==> config.mk <==
export PLATFORM = sky130hd
export DESIGN_NAME = uart_tx_arbiter
export DESIGN_NICKNAME = d
export VERILOG_FILES = /design/src/rtl/uart_arb_pkg.sv /design/src/rtl/rr_pick.sv /design/src/rtl/uart_tx_arbiter.sv
export SDC_FILE = /design/constraint.sdc
export NUM_CORES = 1
export LEC_CHECK = 0
export CAP_MARGIN = 20
export CORE_ASPECT_RATIO = 0.8
export CORE_MARGIN = 1
export CORE_UTILIZATION = 50
export DETAILED_ROUTE_END_ITERATION = 10
export PLACE_DENSITY = 0.91
export SLEW_MARGIN = 5
export SYNTH_ARGS = -nofsm -noshare
export SYNTH_HDL_FRONTEND = slang
export SYNTH_SLANG_ARGS = --single-unit
==> constraint.sdc <==
create_clock -name clk_i -period 6.46 [get_ports clk_i]
set_input_delay 1.292 -clock clk_i [delete_from_list [all_inputs] [get_ports clk_i]]
set_output_delay 1.292 -clock clk_i [all_outputs]
set_load 0.02 [all_outputs]
==> src/rtl/uart_arb_pkg.sv <==
// uart_arb_pkg
// Shared definitions for the UART transmit arbiter:
//   state_e        - arbiter FSM states
//   N_REQ_DEFAULT  - default number of byte-stream requesters
//   PTR_W          - width of the round-robin pointer (covers up to 8 requesters)
package uart_arb_pkg;

    localparam int N_REQ_DEFAULT = 3;
    localparam int PTR_W         = 3;

    typedef enum logic [1:0] {
        IDLE,
        WAIT_HI,
        WAIT_LO,
        NEXT
    } state_e;

endpackage

==> src/rtl/rr_pick.sv <==
// rr_pick
// Combinational round-robin picker. Scans the request vector starting at
// ptr_i and wrapping at N_REQ. Returns the first asserted request as a
// one-hot vector.
// Ports:
//   req_i   in  N_REQ  request vector
//   ptr_i   in  PTR_W  highest-priority index (must be < N_REQ)
//   pick_o  out N_REQ  one-hot winner, all zero when nothing is requested
//   any_o   out 1      at least one request is asserted
module rr_pick
    import uart_arb_pkg::*;
#(
    parameter int N_REQ = N_REQ_DEFAULT
) (
    input  logic [N_REQ-1:0] req_i,
    input  logic [PTR_W-1:0] ptr_i,
    output logic [N_REQ-1:0] pick_o,
    output logic             any_o
);

    logic [3:0]       pos;
    logic [N_REQ-1:0] mask;

    // Walk the offsets from farthest to nearest so that the offset closest
    // to ptr_i, which is visited last, decides the winner.
    always_comb begin
        pick_o = '0;
        pos    = '0;
        mask   = '0;
        for (int k = N_REQ - 1; k >= 0; k--) begin
            pos = {1'b0, ptr_i} + 4'(k);
            if (pos >= 4'(N_REQ)) begin
                pos = pos - 4'(N_REQ);
            end
            mask = N_REQ'(1) << pos;
            if ((req_i & mask) != '0) begin
                pick_o = mask;
            end
        end
    end

    assign any_o = |req_i;

endmodule

==> src/rtl/uart_tx_arbiter.sv <==
// uart_tx_arbiter
// Shares one UART transmitter among N_REQ byte-stream requesters. A
// requester keeps the grant from the first byte of its message through the
// byte flagged with req_last. Messages are granted round-robin. Bytes are
// paced by watching tx_busy rise and then fall.
// Ports:
//   clk_i        in  1        system clock
//   rst_ni       in  1        asynchronous active-low reset
//   req_valid_i  in  N_REQ    lane i holds a byte
//   req_data_i   in  8*N_REQ  byte lanes, lane i at [8i+7:8i]
//   req_last_i   in  N_REQ    lane i's byte ends its message
//   req_ready_o  out N_REQ    one-cycle pulse: lane i's byte was taken
//   grant_o      out N_REQ    one-hot current owner, zero when free
//   tx_start_o   out 1        one-cycle start pulse to the UART
//   tx_data_o    out 8        byte for the UART, held until the next accept
//   tx_busy_i    in  1        UART transmitter busy
//   arb_busy_o   out 1        arbiter is not idle
module uart_tx_arbiter
    import uart_arb_pkg::*;
#(
    parameter int N_REQ = N_REQ_DEFAULT
) (
    input  logic               clk_i,
    input  logic               rst_ni,
    input  logic [N_REQ-1:0]   req_valid_i,
    input  logic [8*N_REQ-1:0] req_data_i,
    input  logic [N_REQ-1:0]   req_last_i,
    output logic [N_REQ-1:0]   req_ready_o,
    output logic [N_REQ-1:0]   grant_o,
    output logic               tx_start_o,
    output logic [7:0]         tx_data_o,
    input  logic               tx_busy_i,
    output logic               arb_busy_o
);

    state_e           state_q;
    logic [N_REQ-1:0] grant_q;
    logic [N_REQ-1:0] req_ready_q;
    logic             tx_start_q;
    logic [7:0]       tx_data_q;
    logic             last_q;
    logic [PTR_W-1:0] ptr_q;
    logic [PTR_W-1:0] ptr_d;

    logic [N_REQ-1:0] pickVec;
    logic             pickAny;
    logic [7:0]       pickData;
    logic             pickLast;
    logic [7:0]       ownData;
    logic             ownLast;
    logic             ownValid;

    rr_pick #(
        .N_REQ (N_REQ)
    ) u_pick (
        .req_i  (req_valid_i),
        .ptr_i  (ptr_q),
        .pick_o (pickVec),
        .any_o  (pickAny)
    );

    // Two lane muxes: one for the arbitration winner while idle, one for
    // the lane that already owns the UART. The owner mux also yields the
    // pointer value that gives the owner lowest priority next time.
    always_comb begin
        pickData = '0;
        pickLast = 1'b0;
        ownData  = '0;
        ownLast  = 1'b0;
        ownValid = 1'b0;
        ptr_d    = '0;
        for (int i = 0; i < N_REQ; i++) begin
            if (pickVec[i]) begin
                pickData = req_data_i[8*i +: 8];
                pickLast = req_last_i[i];
            end
            if (grant_q[i]) begin
                ownData  = req_data_i[8*i +: 8];
                ownLast  = req_last_i[i];
                ownValid = req_valid_i[i];
                ptr_d    = (i == N_REQ - 1) ? '0 : PTR_W'(i + 1);
            end
        end
    end

    // Arbiter FSM. req_ready and tx_start default low every cycle, so each
    // accept yields exactly one-cycle pulses.
    always_ff @(posedge clk_i or negedge rst_ni) begin
        if (!rst_ni) begin
            state_q     <= IDLE;
            grant_q     <= '0;
            req_ready_q <= '0;
            tx_start_q  <= 1'b0;
            tx_data_q   <= 8'h00;
            last_q      <= 1'b0;
            ptr_q       <= '0;
        end else begin
            req_ready_q <= '0;
            tx_start_q  <= 1'b0;
            case (state_q)
                IDLE: begin
                    if (!tx_busy_i && pickAny) begin
                        grant_q     <= pickVec;
                        req_ready_q <= pickVec;
                        tx_start_q  <= 1'b1;
                        tx_data_q   <= pickData;
                        last_q      <= pickLast;
                        state_q     <= WAIT_HI;
                    end
                end
                WAIT_HI: begin
                    if (tx_busy_i) begin
                        state_q <= WAIT_LO;
                    end
                end
                WAIT_LO: begin
                    if (!tx_busy_i) begin
                        if (last_q) begin
                            grant_q <= '0;
                            ptr_q   <= ptr_d;
                            state_q <= IDLE;
                        end else begin
                            state_q <= NEXT;
                        end
                    end
                end
                NEXT: begin
                    // The owner keeps the UART even if it stalls; no timeout.
                    if (ownValid) begin
                        req_ready_q <= grant_q;
                        tx_start_q  <= 1'b1;
                        tx_data_q   <= ownData;
                        last_q      <= ownLast;
                        state_q     <= WAIT_HI;
                    end
                end
                default: begin
                    state_q <= IDLE;
                end
            endcase
        end
    end

    assign req_ready_o = req_ready_q;
    assign grant_o     = grant_q;
    assign tx_start_o  = tx_start_q;
    assign tx_data_o   = tx_data_q;
    assign arb_busy_o  = (state_q != IDLE);

endmodule

==> results of run 1 <==
[cell type report]
| cell class | count | area [um2] | share of cell area, % |
|---|---|---|---|
| Clock buffer | 3 | 41.29 | 1.823 |
| Clock inverter | 1 | 30.03 | 1.326 |
| Inverter | 6 | 22.52 | 0.9945 |
| Multi-Input combinational cell | 162 | 1132 | 50.00 |
| Sequential cell | 20 | 500.5 | 22.10 |
| Tap cell | 40 | 50.05 | 2.210 |
| Timing Repair Buffer | 49 | 488.0 | 21.55 |
[per-stage QoR]
| step | hold slack (ps) | setup slack [ps] |
|---|---|---|
| detailed placement | 511.8 | 2760 |
| global placement | 494.7 | 2848 |
| finish | 523.5 | 3017 |
| floorplan | 475.2 | 3869 |
| CTS | 529.2 | 3063 |
| global route | 576.9 | 2779 |
[path summary, 6_finish.rpt]
check                          startpoint            to  slack [ps]
hold reg to reg                  ptr_q[1]      ptr_q[1]         520
min in group asynchronous          rst_ni    state_q[0]        1540
max in group asynchronous          rst_ni      ptr_q[1]        4350
setup reg to reg                 ptr_q[0]  tx_data_o[0]        3980
hold / removal                   ptr_q[1]      ptr_q[1]         520
setup / recovery           req_valid_i[2]  tx_data_o[2]        3020
[critical path, delay by kind of cell]
family / cells / cell delay (ps)
compound gates: 3 / 760
buf+inv: 1 / 760
simple gates: 2 / 820
[metal layers]
layer | track usage (%) | vias up
li1 | - | 867
met1 | 37.80 | 864
met2 | 37.96 | 105
met3 | 4.132 | 12
met4 | 7.580 | 0
met5 | 0 | -
[logic make-up (layout without fill, tap and decap cells)]
kind of cell | after synthesis | in the layout
compound gates | 94 | 94
fa+ha+maj | 7 | 7
buf+inv | 26 | 59
flops | 20 | 20
mux | 3 | 3
simple gates | 58 | 58
[layout by cell type (no fill, tap or decap), drive strengths merged, types with 2 or more instances in the layout]
cell type / netlist / layout
nor2: 5 / 5
mux2i: 2 / 2
a22o: 2 / 2
a32oi: 3 / 3
a311oi: 18 / 18
o21a: 10 / 10
and3: 9 / 9
nand2b: 3 / 3
clkbuf: 9 / 3
a22oi: 10 / 10
a221o: 3 / 3
inv: 6 / 6
o31ai: 3 / 3
ha: 7 / 7
and2: 2 / 2
a221oi: 2 / 2
clkdlybuf4s50: 0 / 48
o21ai: 31 / 31
nand2: 16 / 16
nor2b: 11 / 11
a21oi: 4 / 4
nor3: 4 / 4
dfrtp: 20 / 20
[registers in the layout, indices dropped and copies added, names as in the netlist]
register,cells
tx_start_o,1
tx_data_o,8
grant_o,3
ptr_q,2
state_q,2
req_ready_o,3
last_q,1
[report_power, final]
group / switching (mW) / internal (mW)
Sequential: 0 / 0.125
Combinational: 0.0194 / 0.0249
Clock: 0.0463 / 0.0829
==> impl_metrics.toml, run 1 <==
[outcome]
status = "finished clean"

[clock_network]
worst_skew_pair.late_latency_ps = 270
clock-sinks = 20
postCtsSetupBuffers = 0
cts_buffer_depth = 2
numCtsBuffers = 3
hold_buffers = 0
htreeDepth = 1
cts_tree = "built"
path_clk_slew_ps = 80
cts-root-buf = "clkbuf_8"
post_cts_resized = 0

[route]
met2WireLength_mm = 2.118
drt_iter0_drc = 208
drt-total-wl_mm = 4.668
top_layer_used = "met4"
wl_met3_um = 377
met1Wirelength_mm = 2.084
ant_nets = 0
vias = 1848
drc = 0
avgRoutedWirePerCell_um = 16.61
drt_pre_antenna_iters = 5
avgViaCountPerCell = 6.577

[worst_setup_path]
cp-start-kind = "primary input"
crit_required_ps = 6650
cp_max_fo = 14
end_kind = "flop"
crit_type = "primary input to flop"
reg2regPathDepth = 8
cpPeakStageDelay_ps = 760
crit_arrival_ps = 3630
path_cells = "clkdlybuf4s50_1 -> nor3_2 -> o21a_1 -> nor3_1 -> o21ai_0 -> o21ai_1"
critPathSlowestCell = "clkdlybuf4s50_1"

[floorplan]
die_w_um = 68.72
die_h_um = 55.38
io_pins = 49
start_util_pct = 54.90
fp.dieArea_um2 = 3805
rows = 18
core_um2 = 3243

[cells_and_area]
finish.utilization_pct = 69.83
final_cells = 281
design_area_um2 = 2265
fillers = 259
area_delta_synth_final_pct = 27.20
drive_gt1_share_pct = 4.564
fin_nets = 282
antennaDiodeCount = 0

[synth]
synth_area_per_cell_um2 = 8.560
synth_top_area_cell = "dfrtp_1"
syn_inst = 208
yosys_warnings = 0
synth_top_area_share_pct = 28.11
synth_top_family_by_area = "compound AO/OA/AOI/OAI gates"
ys_seq_area_share_pct = 28.11
synth_compound_area_share_pct = 38.16
synthArstFlopShare_pct = 100.0
synthXorXnorAreaFrac_pct = 0
syn-num-nets = 248
synth.distinct_cells = 46
synth_area_leaders = "dfrtp_1 (28%), a311oi_1 (8.9%), o21ai_0 (5.9%)"
synth-simple-area-share_pct = 18.76
syn_area_um2 = 1780
synth_seq_cells = 20
synth_edf_count = 0
synth.most_common_cell = "o21ai_0"
synthMuxAreaShare_pct = 1.757
synthFlopType = "dfrtp_1"
synth_common_cells = "o21ai_0 (21), dfrtp_1 (20), a311oi_1 (18)"
synth_fa_ha_area_share_pct = 4.919

[power]
power_density_nw_per_um2 = 131.8
finalPower_mw = 0.2985
leakagePower_nw = 0.8927
vdd_drop_max_mv = 0.1186

[global_route]
grt_first_pass_wirelength_mm = 7.548
overflow = 0
antenna_found_initial = 0
grt.total_usage_pct = 25.67
grt_pass1_vias = 1632
grt_max_degree = 27

[worst_hold_path]
whs_path_depth = 2
hp-class = "flop to flop"

[job]
maxCapViolCount = 0

[placed_design]
dpl_cell_area_um2 = 2193
gp_congestion = 0.8193
place_inst = 277
hpwl_mm = 3.280
io_buffers = 48

[sta]
hold_viol = 0
worst_slew_pin_slew_ps = 926.9
finClkSkew_ps = 4.286
period_share_pct = 53.30
tns_ps = 0
fmax_mhz = 290.5
rsz0062_at_grt = "no"
finalSetupViolations = 0
slew_violations = 0
slew_headroom_pct = 38.01
min_period_ps = 3443
Power figures use the tool's default switching activity.
==> inputs of run 2 (changes only) <==
--- a/config.mk
+++ b/config.mk
@@ -8,9 +8,9 @@
 export CAP_MARGIN = 20
 export CORE_ASPECT_RATIO = 0.8
 export CORE_MARGIN = 1
-export CORE_UTILIZATION = 50
+export CORE_UTILIZATION = 49
 export DETAILED_ROUTE_END_ITERATION = 10
-export PLACE_DENSITY = 0.91
+export PLACE_DENSITY = 0.89
 export SLEW_MARGIN = 5
 export SYNTH_ARGS = -nofsm -noshare
 export SYNTH_HDL_FRONTEND = slang
==> constraint.sdc (replaced) <==
create_clock -name clk_i -period 3.5 [get_ports clk_i]
set_input_delay 0.7 -clock clk_i [delete_from_list [all_inputs] [get_ports clk_i]]
set_output_delay 0.7 -clock clk_i [all_outputs]
set_load 0.02 [all_outputs]
==> impl_metrics.toml, run 2 (synthesized netlist as in run 1, its figures left out) <==
[outcome]
status = "finished clean"

[worst_setup_path]
crit_type = "primary input to flop"
cpPeakStageDelay_ps = 770
crit_required_ps = 3680
cp-start-kind = "primary input"
end_kind = "flop"
cp.buffers_inverters = 2
cp_max_fo = 14
crit_family = "buffers and inverters"
critPathSlowestCell = "clkdlybuf4s50_1"
crit_arrival_ps = 2970
path_cells = "clkdlybuf4s50_1 -> nor3_2 -> o21a_1 -> nor3_1 -> buf_4 -> o21ai_0 -> o21ai_1"

[cells_and_area]
largest_register_ffs = 8
fin_nets = 287
final_cells = 288
antennaDiodeCount = 0
most-common-layout-cells = "clkdlybuf4s50_1 (48), o21ai_0 (21), dfrtp_1 (20), a311oi_1 (18), nand2_1 (16)"
area_delta_synth_final_pct = 29.44
drive_gt1_share_pct = 6.504
finish.utilization_pct = 66.86
layout_commonest_cell = "clkdlybuf4s50_1"
fillers = 304

[clock_network]
clock-sinks = 20
htreeDepth = 1
post_cts_resized = 0
worst_skew_pair.late_latency_ps = 260
postCtsSetupBuffers = 0
cts_buffer_depth = 2
numCtsBuffers = 3
path_clk_slew_ps = 70
hold_buffers = 0
cts_tree = "built"
cts-root-buf = "clkbuf_8"

[global_route]
overflow = 0
grt.total_usage_pct = 26.51
antenna_found_initial = 0
grt_max_degree = 26
grt_first_pass_wirelength_mm = 8.176
grt_pass1_vias = 1697

[power]
switchingPower_mw = 0.1144
vdd_drop_max_mv = 0.1778
switching_share_pct = 20.98
internal_power_mw = 0.4309
power.share.combinational_pct = 15.4
leakagePower_nw = 0.9173
p_seq_share_pct = 42.3
clockPowerShare_pct = 42.3
power_density_nw_per_um2 = 236.6

[floorplan]
fp.dieArea_um2 = 3880
start_util_pct = 51.65
die_w_um = 69.40
die_h_um = 55.92
rows = 19
core_um2 = 3447
io_pins = 49

[sta]
period_share_pct = 79.58
finClkSkew_ps = 5.924
finalSetupViolations = 0
rsz0062_at_grt = "no"
slew_headroom_pct = 42.36
min_period_ps = 2785
fmax_mhz = 359.0
tns_ps = 0
worst_slew_pin_slew_ps = 861.9
hold_viol = 0
slew_violations = 0

[route]
drt_iter0_drc = 151
drt-total-wl_mm = 4.783
avgRoutedWirePerCell_um = 16.61
drt_pre_antenna_iters = 4
avgViaCountPerCell = 6.267
ant_nets = 0
drc = 0
vias = 1805

[placed_design]
gp_congestion = 0.8442
place_inst = 284
io_buffers = 48
hpwl_mm = 3.526

[job]
maxCapViolCount = 0

[worst_hold_path]
hp-class = "flop to flop"
## run 2: cell count changes in the layout (fill, tap and decap cells not counted)
cell | before | now
buf_4 | 1 | 6
## run 2: path summary, 6_finish.rpt
check / start / to / slack (ps) / depth (start not counted)
hold reg to reg: ptr_q[1] / ptr_q[1] / 510 / 2
setup / recovery: req_valid_i[2] / last_q / 710 / 7
setup reg to reg: ptr_q[0] / tx_data_o[0] / 1010 / 8
min in group asynchronous: rst_ni / state_q[1] / 930 / 1
max in group asynchronous: rst_ni / last_q / 2040 / 1
hold / removal: ptr_q[1] / ptr_q[1] / 510 / 2
## run 2: area by class of cell
class	count	area, um2	share of cell area, %
inverters	6	22.52	0.9772
multi-input cells	162	1132	49.13
repair buffers	54	525.5	22.80
clock buffers	3	41.29	1.792
clock inverters	1	30.03	1.303
flip-flops and latches	20	500.5	21.72
well taps	42	52.55	2.280
## run 2: worst register-to-register path: stages (launching register included)
cell	delay [ps]
dfrtp_1	410
inv_1	60
ha_1	400
a221o_1	390
a221oi_2	220
buf_4	270
and2b_1	220
a311oi_1	290
o21ai_1	110
## run 2: metrics by stage
step                power, mW  setup WS [ps]  hold WS, ps  instance area (um2)
CTS                    0.5484          761.4        522.9                 2305
finish                 0.5454          714.7        514.6                 2305
floorplan              0.2698           1430        404.4                 1780
global placement       0.3161          627.9        496.5                 2233
detailed placement     0.3184          476.2        507.0                 2233
global route           0.5666          559.9        561.8                 2305
## run 2: per-layer routing
metal  wire length [um]  vias to the layer above  part of all wire, %  GRT usage, %
li1                   -                      879                    -             -
met1               2113                      850                   44         36.84
met2               2274                       72                   48         41.47
met3                348                        4                  7.3         5.616
met4                 45                        0                 0.94         8.163
met5                  0                        -                    0             0
## run 2: power groups by stage
stage	sequential (mW)	clock [mW]	combinational, mW
after floorplan	0.236	0	0.0343
after global placement	0.235	0	0.0807
after detailed placement	0.235	0	0.0830
after CTS	0.231	0.234	0.0832
after global routing	0.231	0.245	0.0912
final	0.231	0.231	0.0839
